## config.mk

```make
export PLATFORM = sky130hd
export DESIGN_NAME = inst_fetch_unit
export DESIGN_NICKNAME = d
export VERILOG_FILES = /design/src/rtl/ifu_pkg.sv /design/src/rtl/ifu_imem.sv /design/src/rtl/inst_fetch_unit.sv
export SDC_FILE = /design/constraint.sdc
export NUM_CORES = 2
export LEC_CHECK = 0
export ABC_CLOCK_PERIOD_IN_PS = 2910
export CAP_MARGIN = 0
export CORE_MARGIN = 1.5
export CORE_UTILIZATION = 58
export CTS_BUF_LIST = sky130_fd_sc_hd__clkbuf_8
export CTS_CLUSTER_DIAMETER = 30
export DETAILED_ROUTE_END_ITERATION = 16
export PLACE_DENSITY = 0.87
export SYNTH_ARGS = -nofsm -noshare
export SYNTH_HDL_FRONTEND = slang
export SYNTH_HIERARCHICAL = 1
export SYNTH_SLANG_ARGS = --single-unit
```

## constraint.sdc

```tcl
create_clock -name clk -period 2.91 [get_ports clk]
set_input_delay 0.291 -clock clk [delete_from_list [all_inputs] [get_ports clk]]
set_output_delay 0.291 -clock clk [all_outputs]
set_load 0.005 [all_outputs]
```

## src/rtl/ifu_pkg.sv

```systemverilog
`default_nettype none
// +------------------------------------------------------------------+
// | Module   : ifu_pkg                                                |
// | Purpose  : Shared types and constants for the instruction fetch   |
// |            unit (FSM state encoding, NOP/flush instruction).      |
// | Revision : 1.0  initial release                                   |
// +------------------------------------------------------------------+
package ifu_pkg;

   // Fetch control state; explicit 2-bit encoding
   typedef enum logic [1:0] {
      IDLE  = 2'd0,
      RUN   = 2'd1,
      FLUSH = 2'd2
   } ifu_state_t;

   // All-zero instruction used for reset and flush of the output register.
   // Wide enough for any practical INSTR_W; users cast it to their width.
   localparam logic [127:0] IFU_NOP = '0;

endpackage : ifu_pkg
`default_nettype wire

```

## src/rtl/ifu_imem.sv

```systemverilog
`default_nettype none
// +------------------------------------------------------------------+
// | Module   : ifu_imem                                               |
// | Purpose  : Simple dual-port synchronous instruction RAM, one      |
// |            write port and one read port, read-first behaviour.    |
// | Revision : 1.0  initial release                                   |
// +------------------------------------------------------------------+
module ifu_imem #(
   parameter int INSTR_W = 32,
   parameter int DEPTH   = 64,
   localparam int AW     = $clog2(DEPTH)
) (
   input  logic               clk,
   input  logic               we,
   input  logic [AW-1:0]      waddr,
   input  logic [INSTR_W-1:0] wdata,
   input  logic               re,
   input  logic [AW-1:0]      raddr,
   output logic [INSTR_W-1:0] rdata
);

   logic [INSTR_W-1:0] mem [DEPTH];

   // Write and read in the same process: the non-blocking update makes a
   // same-address read return the old word (read-first)
   always_ff @(posedge clk) begin
      if (we) begin
         mem[waddr] <= wdata;
      end
      if (re) begin
         rdata <= mem[raddr];
      end
   end

endmodule : ifu_imem
`default_nettype wire

```

## src/rtl/inst_fetch_unit.sv

```systemverilog
`default_nettype none
// +------------------------------------------------------------------+
// | Module   : inst_fetch_unit                                        |
// | Purpose  : Program counter, loadable instruction memory and a     |
// |            two-entry output buffer streaming {pc, instr} pairs    |
// |            over valid/ready, with redirect/flush.                 |
// | Revision : 1.0  initial release                                   |
// +------------------------------------------------------------------+
module inst_fetch_unit
   import ifu_pkg::*;
#(
   parameter int          INSTR_W  = 32,
   parameter int          DEPTH    = 64,
   parameter int          ADDR_W   = $clog2(DEPTH),
   parameter int unsigned RESET_PC = 0,
   parameter int          CNT_W    = 32
) (
   input  logic               clk,
   input  logic               rst,
   input  logic               en,
   input  logic               redirect_valid,
   input  logic [ADDR_W-1:0]  redirect_pc,
   input  logic               ld_we,
   input  logic [ADDR_W-1:0]  ld_addr,
   input  logic [INSTR_W-1:0] ld_data,
   output logic               out_valid,
   input  logic               out_ready,
   output logic [INSTR_W-1:0] out_instr,
   output logic [ADDR_W-1:0]  out_pc,
   output logic [CNT_W-1:0]   instr_count
);

   localparam logic [ADDR_W-1:0]  PC_RST  = ADDR_W'(RESET_PC);
   localparam logic [INSTR_W-1:0] NOP     = INSTR_W'(IFU_NOP);
   localparam logic [CNT_W-1:0]   CNT_MAX = {CNT_W{1'b1}};

   ifu_state_t         state, next_state;
   logic [ADDR_W-1:0]  fetch_pc;
   logic               inflight;
   logic [ADDR_W-1:0]  inflight_pc;
   logic [INSTR_W-1:0] mem_rdata;
   logic               skid_valid;
   logic [INSTR_W-1:0] skid_instr;
   logic [ADDR_W-1:0]  skid_pc;
   logic               issue;
   logic               flush;
   logic               transfer;
   logic               stalled;

   assign transfer = out_valid & out_ready;
   assign stalled  = out_valid & ~out_ready;

   ifu_imem #(
      .INSTR_W (INSTR_W),
      .DEPTH   (DEPTH)
   ) u_imem (
      .clk   (clk),
      .we    (ld_we),
      .waddr (ld_addr),
      .wdata (ld_data),
      .re    (issue),
      .raddr (fetch_pc),
      .rdata (mem_rdata)
   );

   // FSM state register
   always_ff @(posedge clk or negedge rst) begin
      if (!rst) begin
         state <= IDLE;
      end else begin
         state <= next_state;
      end
   end

   // FSM next-state: redirect outside IDLE forces one FLUSH cycle
   always_comb begin
      next_state = state;
      case (state)
         IDLE:    next_state = en ? RUN : IDLE;
         RUN:     next_state = redirect_valid ? FLUSH : (en ? RUN : IDLE);
         FLUSH:   next_state = redirect_valid ? FLUSH : (en ? RUN : IDLE);
         default: next_state = IDLE;
      endcase
   end

   // FSM outputs: a read is launched in the cycle before RUN so its data
   // lands one cycle into RUN; the buffer bound limits it to two entries
   always_comb begin
      flush = redirect_valid && (state != IDLE);
      issue = 1'b0;
      if ((next_state == RUN) && !redirect_valid) begin
         issue = !skid_valid && !(inflight && stalled);
      end
   end

   // Program counter: redirect wins over sequential advance (wraps naturally)
   always_ff @(posedge clk or negedge rst) begin
      if (!rst) begin
         fetch_pc <= PC_RST;
      end else if (redirect_valid) begin
         fetch_pc <= redirect_pc;
      end else if (issue) begin
         fetch_pc <= fetch_pc + 1'b1;
      end
   end

   // In-flight tracking: remembers which PC the RAM output belongs to
   always_ff @(posedge clk or negedge rst) begin
      if (!rst) begin
         inflight    <= 1'b0;
         inflight_pc <= '0;
      end else begin
         inflight <= issue && !flush;
         if (issue) begin
            inflight_pc <= fetch_pc;
         end
      end
   end

   // Output and skid registers: skid drains first so order is preserved
   always_ff @(posedge clk or negedge rst) begin
      if (!rst) begin
         out_valid  <= 1'b0;
         out_instr  <= NOP;
         out_pc     <= '0;
         skid_valid <= 1'b0;
         skid_instr <= NOP;
         skid_pc    <= '0;
      end else if (flush) begin
         out_valid  <= 1'b0;
         out_instr  <= NOP;
         out_pc     <= '0;
         skid_valid <= 1'b0;
      end else if (!out_valid || out_ready) begin
         if (skid_valid) begin
            out_valid  <= 1'b1;
            out_instr  <= skid_instr;
            out_pc     <= skid_pc;
            skid_valid <= 1'b0;
         end else if (inflight) begin
            out_valid <= 1'b1;
            out_instr <= mem_rdata;
            out_pc    <= inflight_pc;
         end else begin
            out_valid <= 1'b0;
         end
      end else if (inflight) begin
         skid_valid <= 1'b1;
         skid_instr <= mem_rdata;
         skid_pc    <= inflight_pc;
      end
   end

   // Accepted-transfer counter, saturating at all-ones
   always_ff @(posedge clk or negedge rst) begin
      if (!rst) begin
         instr_count <= '0;
      end else if (transfer && (instr_count != CNT_MAX)) begin
         instr_count <= instr_count + 1'b1;
      end
   end

endmodule : inst_fetch_unit
`default_nettype wire

```

# Yosys cells after proc, flatten, opt, wreduce, memory -nomap -nowiden
# Memory sizes are Yosys's and may differ from the RTL's. A register that Yosys moved wholly into a read port is not among the register bits.
# Index checks and enable logic that the tools add are counted.
word_totals:
  ff_bits: 125
  elab_cells: 67
  mem_count: 1
  ramBits: 2048
  in_bits: 50
memory_table:
  columns: ["name", "depth", "width", "rd", "rd_clocked_by_memory_dff", "wr", "line", "text"]
  rows:
  - ["u_imem.mem", 64, 32, 1, 1, 1, "ifu_imem.sv:22", "logic [INSTR_W-1:0] mem [DEPTH];"]
classes:
  n_eq_ne: 4
  n_reduce_logical: 21
  add_sub_neg: 2
  bitwise_logic: 5
  muxes: 23
op_table:
  columns: ["op", "n"]
  rows:
  - ["two-way mux 32 bit", 4]
  - ["two-way mux 6 bit", 6]
  - ["adder 32 x 1 -> 32 bit (second input constant)", 1]
  - ["!= test 32 bit (second input constant)", 1]
  - ["two-way mux 1 bit", 11]
  - ["adder 6 x 1 -> 6 bit (second input constant)", 1]
  - ["logical AND 1 bit", 6]
  - ["nonzero test 2 bit", 3]
  - ["nonzero test 3 bit", 2]
  - ["zero test 1 bit", 5]
  - ["equality test 2 x 1 -> 1 bit (second input constant)", 2]
  - ["one-hot mux 2 bit (2 select lines)", 1]
  - ["inverter 1 bit", 3]
  - ["AND reduction 3 bit", 1]
  - ["AND 1 bit", 2]
  - ["equality test 2 bit (second input constant)", 1]
  - ["zero test 2 bit", 1]
  - ["two-way mux 2 bit", 1]
  - ["AND reduction 2 bit", 1]
  - ["OR reduction 2 bit", 1]
  - ["logical OR 1 bit", 1]

# Logic depth before layout (Yosys ltp)
logic_depth:
  ltp_word: 8
  ltp_mapped: 10
  mapped_depth_nobuf: 7

# Hierarchy
# The synthesis kept the hierarchy.
by_module_without_submodules:
  columns: ["mod", "n_inst", "area_per_inst_um2", "cells_each"]
  rows:
  - ["ifu_imem", 1, 78835.6, 3324]
  - ["inst_fetch_unit", 1, 5487.8, 483]

# Worst setup path before layout
# Ideal clock, no wire load.
synth_timing:
  path_kind: "input -> register"
  from: "input ld_addr[3]"
  to: "memory u_imem.mem[48][0], enable pin"
  path_stages: 4
  n_path_buf: 1
  slack_ns: -0.541
  setup_time_ns: 0.461
  arrival_time_ns: 2.990
  path_cell_list: "clkbuf_1 > nor2b_1 > nand4b_1 > nor3_1"
synth_rtl:
  columns: ["element", "line", "text"]
  rows:
  - ["start: declaration", "inst_fetch_unit.sv:24", "input logic [ADDR_W-1:0] ld_addr,"]
  - ["end: declaration", "ifu_imem.sv:22", null]
# Straight into the memory's write port.

==> out/metrics.yaml <==
global_routing:
  grt_pass1_wl_um: 373000
  grt_util_met3_pct: 14.0
  grt_max_degree: 65
  top_usage_layer: "met2"
  grt_remaining_overflow: 0
  track_usage_pct: 36.8
  first_global_vias: 49000
  grt_util_met1_pct: 43.3
  antenna_found_initial: 15
  gr-usage-met2_pct: 56.6
critical_path:
  cp-start-kind: "register"
  worstSetupPathType: "register to register"
  rrSetupSlack_ps: -120
  endpoint: "u_imem/rdata[2]"
  reg2regPathDepth: 7
  endpoint_kind: "register"
  critPathArrivalTime_ps: 3810
  crit_fanout: 13
  regToRegEndpoint: "u_imem/rdata[2]"
  cp-startpoint: "fetch_pc[0]"
  cp.required_ps: 3690
  timing.rr.start: "fetch_pc[0]"
final_layout:
  num-nets-final: 4521
  drive_gt1_share_pct: 33.5
  area_delta_synth_final_pct: 18.2
  layoutNonFillerInstCount: 6676
run_status:
  run_status: "finished with violations"
  failed_checks: "negative setup slack"
sta:
  fin_skew_ps: 106
  hold_viol_final: 0
  worst_slew_pin_slew_ps: 1450
  finalSetupViolCount: 24
  rsz0062_at_grt: "true"
  worst_slack_ps: -124
  fmax_ghz: 0.330
  final.min_clock_period_ps: 3030
  drv_slew: 0
  relSlewSlack_pct: 3.10
  fin_crit_sh_pct: 104
clock_tree:
  cts_tree: "built"
  cts.clk_slew.worst_paths_ps: 80
  cts_buffers: 389
  insertion_delay_ps: 1090
  clock-sinks: 2205
  htree_levels: 5
  clockBufferDepth: 4
  post_cts.repair.setup_buffers: 0
  root_buffer: "clkbuf_8"
die:
  start_util_pct: 58.6
  rows: 139
  die_h_um: 384
  core-area_um2: 144000
  dieArea_um2: 148000
  io_pins: 121
  dieWidth_um: 384
pwr:
  p_total_mw: 83.9
  powerDensity_nw_per_um2: 841
  leakage_nw: 32.6
  peakVddDrop_mv: 0.482
synthesis:
  synth_edf_count: 2080
  syn-num-nets: 3861
  synth_top_area_cell: "edfxtp_1"
  yosysTopAreaCellShare_pct: 74.1
  netlist_area_um2: 84300
  yosysWarnings: 6
  synthArstFlopShare_pct: 5.67
  synth_ff_type: "edfxtp_1"
  avgSynthCellArea_um2: 22.1
  netlist_instances: 3807
  synth_cell_types: 56
  synth_area_leaders: "edfxtp_1, mux4_2, dfrtp_1, mux2i_1, nor2_1"
  ys_seq_area_share_pct: 77.8
  yosys_register_bits: 2205
route:
  drt-pass1-iter-count: 7
  wirelength_um: 276000
  vias_per_cell: 7.34
  ant_nets: 0
  drc_errors: 0
  drt_iter0_drc: 10100
  vias: 49000
  wl_per_cell_um: 41.4
flow_run:
  cap_violations: 0
placed_design:
  port_buffers: 120
  post-dp-hpwl_um: 137000
  gp_congestion: 0.859
  placed_cells: 5943
min_path:
  min-delay-path-class: "input port to register"
==> state kept, by name (all words and copies together) (netlist names), 2 cells and up <==
register,count
fetch_pc,6
inflight_pc,6
instr_count,32
out_instr,32
out_pc,6
skid_instr,32
skid_pc,6
state,2
u_imem/mem,2048
u_imem/rdata,32
==> logic make-up (layout without fill, tap and decap cells) <==
group,Yosys count,after routing,synth area share [%]
XOR/XNOR,30,30,0.312
adder cells (fa/ha/maj),4,4,0.0594
AO/OA/AOI/OAI,258,258,1.93
flip-flops,2205,2205,77.8
buffers and inverters,211,1171,1.19
other,0,6,0
AND/OR/NAND/NOR,384,384,2.11
multiplexers,715,715,16.6
==> cell usage in the layout (no fill, tap or decap), drive strengths merged, types with 37 or more instances in the layout <==
master | synthesis | final
edfxtp | 2080 | 2080
mux4 | 544 | 544
clkbuf | 91 | 402
buf | 112 | 350
nor2 | 154 | 154
mux2i | 131 | 131
clkinv | 1 | 131
dfrtp | 125 | 125
nand2 | 105 | 105
inv | 7 | 93
clkdlybuf4s50 | 0 | 87
o22ai | 84 | 84
a21oi | 64 | 64
o21ai | 44 | 44
mux2 | 40 | 40
bufinv | 0 | 39
clkinvlp | 0 | 37
==> report_power, final <==
part	leakage, nW	switching, mW	internal [mW]	total, mW
Combinational	7.99	9.79	7.05	16.8
Sequential	20.4	0.840	35.7	36.6
Clock	4.25	14.1	16.4	30.4
Total	32.6	24.7	59.2	83.9
==> synth_stat cells (5+ instances only) <==
| library cell | number |
|---|---|
| a21oi_1 | 64 |
| a22oi_1 | 13 |
| a311oi_1 | 8 |
| and3_1 | 8 |
| buf_1 | 23 |
| buf_2 | 58 |
| buf_4 | 25 |
| buf_6 | 6 |
| clkbuf_1 | 91 |
| dfrtp_1 | 125 |
| edfxtp_1 | 2080 |
| inv_1 | 7 |
| mux2_2 | 39 |
| mux2i_1 | 131 |
| mux4_2 | 544 |
| nand2_1 | 105 |
| nand2b_1 | 10 |
| nand3_1 | 21 |
| nand3b_1 | 6 |
| nand4_1 | 10 |
| nor2_1 | 154 |
| nor2b_1 | 21 |
| nor3_1 | 13 |
| nor3b_1 | 5 |
| nor4_1 | 5 |
| o21ai_0 | 44 |
| o221ai_1 | 27 |
| o22ai_1 | 84 |
| xnor2_1 | 12 |
| xor2_1 | 18 |
==> through the flow <==
| stage | hold slack [ps] | setup TNS, ps | setup slack, ps | instance area (um2) | util, % |
|---|---|---|---|---|---|
| detailed placement | 388 | -679 | -253 | 91000 | 63.2 |
| global route | 77.5 | -625 | -112 | 99700 | 69.2 |
| global placement | 385 | -461 | -246 | 91000 | 63.2 |
| floorplan | -4.59 | -7470 | -32.9 | 84300 | - |
| finish | 93.5 | -1300 | -124 | 99700 | 69.2 |
| CTS | 1.86 | -142 | -44.9 | 99500 | 69.1 |
==> layout make-up <==
type	instances	area, um2
multi-input combinational	1391	18400
timing repair buffer	472	5310
fill	7389	44300
antenna	6	15.0
sequential	2205	65600
tap	1903	2380
clock buffer	399	5490
clock inverter	292	2450
inverter	8	30.0
==> worst min path at each step <==
| stage | from | to | depth (start not counted) |
|---|---|---|---|
| 6_report | ld_data[25] | u_imem/mem[54][25] | 1 |
| 5_1_grt | ld_data[4] | u_imem/mem[40][4] | 1 |
| 4_1_cts | ld_data[28] | u_imem/mem[60][28] | 1 |
| 3_5_place_dp | rst | state[0] | 1 |
| 3_3_place_gp | rst | skid_pc[1] | 1 |
| 2_1_floorplan | rst | fetch_pc[0] | 0 |
==> worst max-delay path, cell delays in order (launching register included) <==
cell	delay, ps
dfrtp_4	520
buf_12	250
buf_4	380
mux4_2	610
mux2i_1	290
a21oi_2	210
a21oi_4	370
nor2_1	90
==> metal layers <==
metal  wire [um]  vias up
li1            -    17400
met1       76300    24000
met2      127000     6132
met3       48300     1503
met4       25000       20
met5         211        -
==> timing repair <==
item,CTS,global route
endpoints found under the setup margin,15,23
hold endpoints to repair,936,0
hold buffers,33,0
pin swaps,0,3
gates cloned,1,3
resized for setup,22,25
Note: power is estimated with default switching activity, not from simulation.
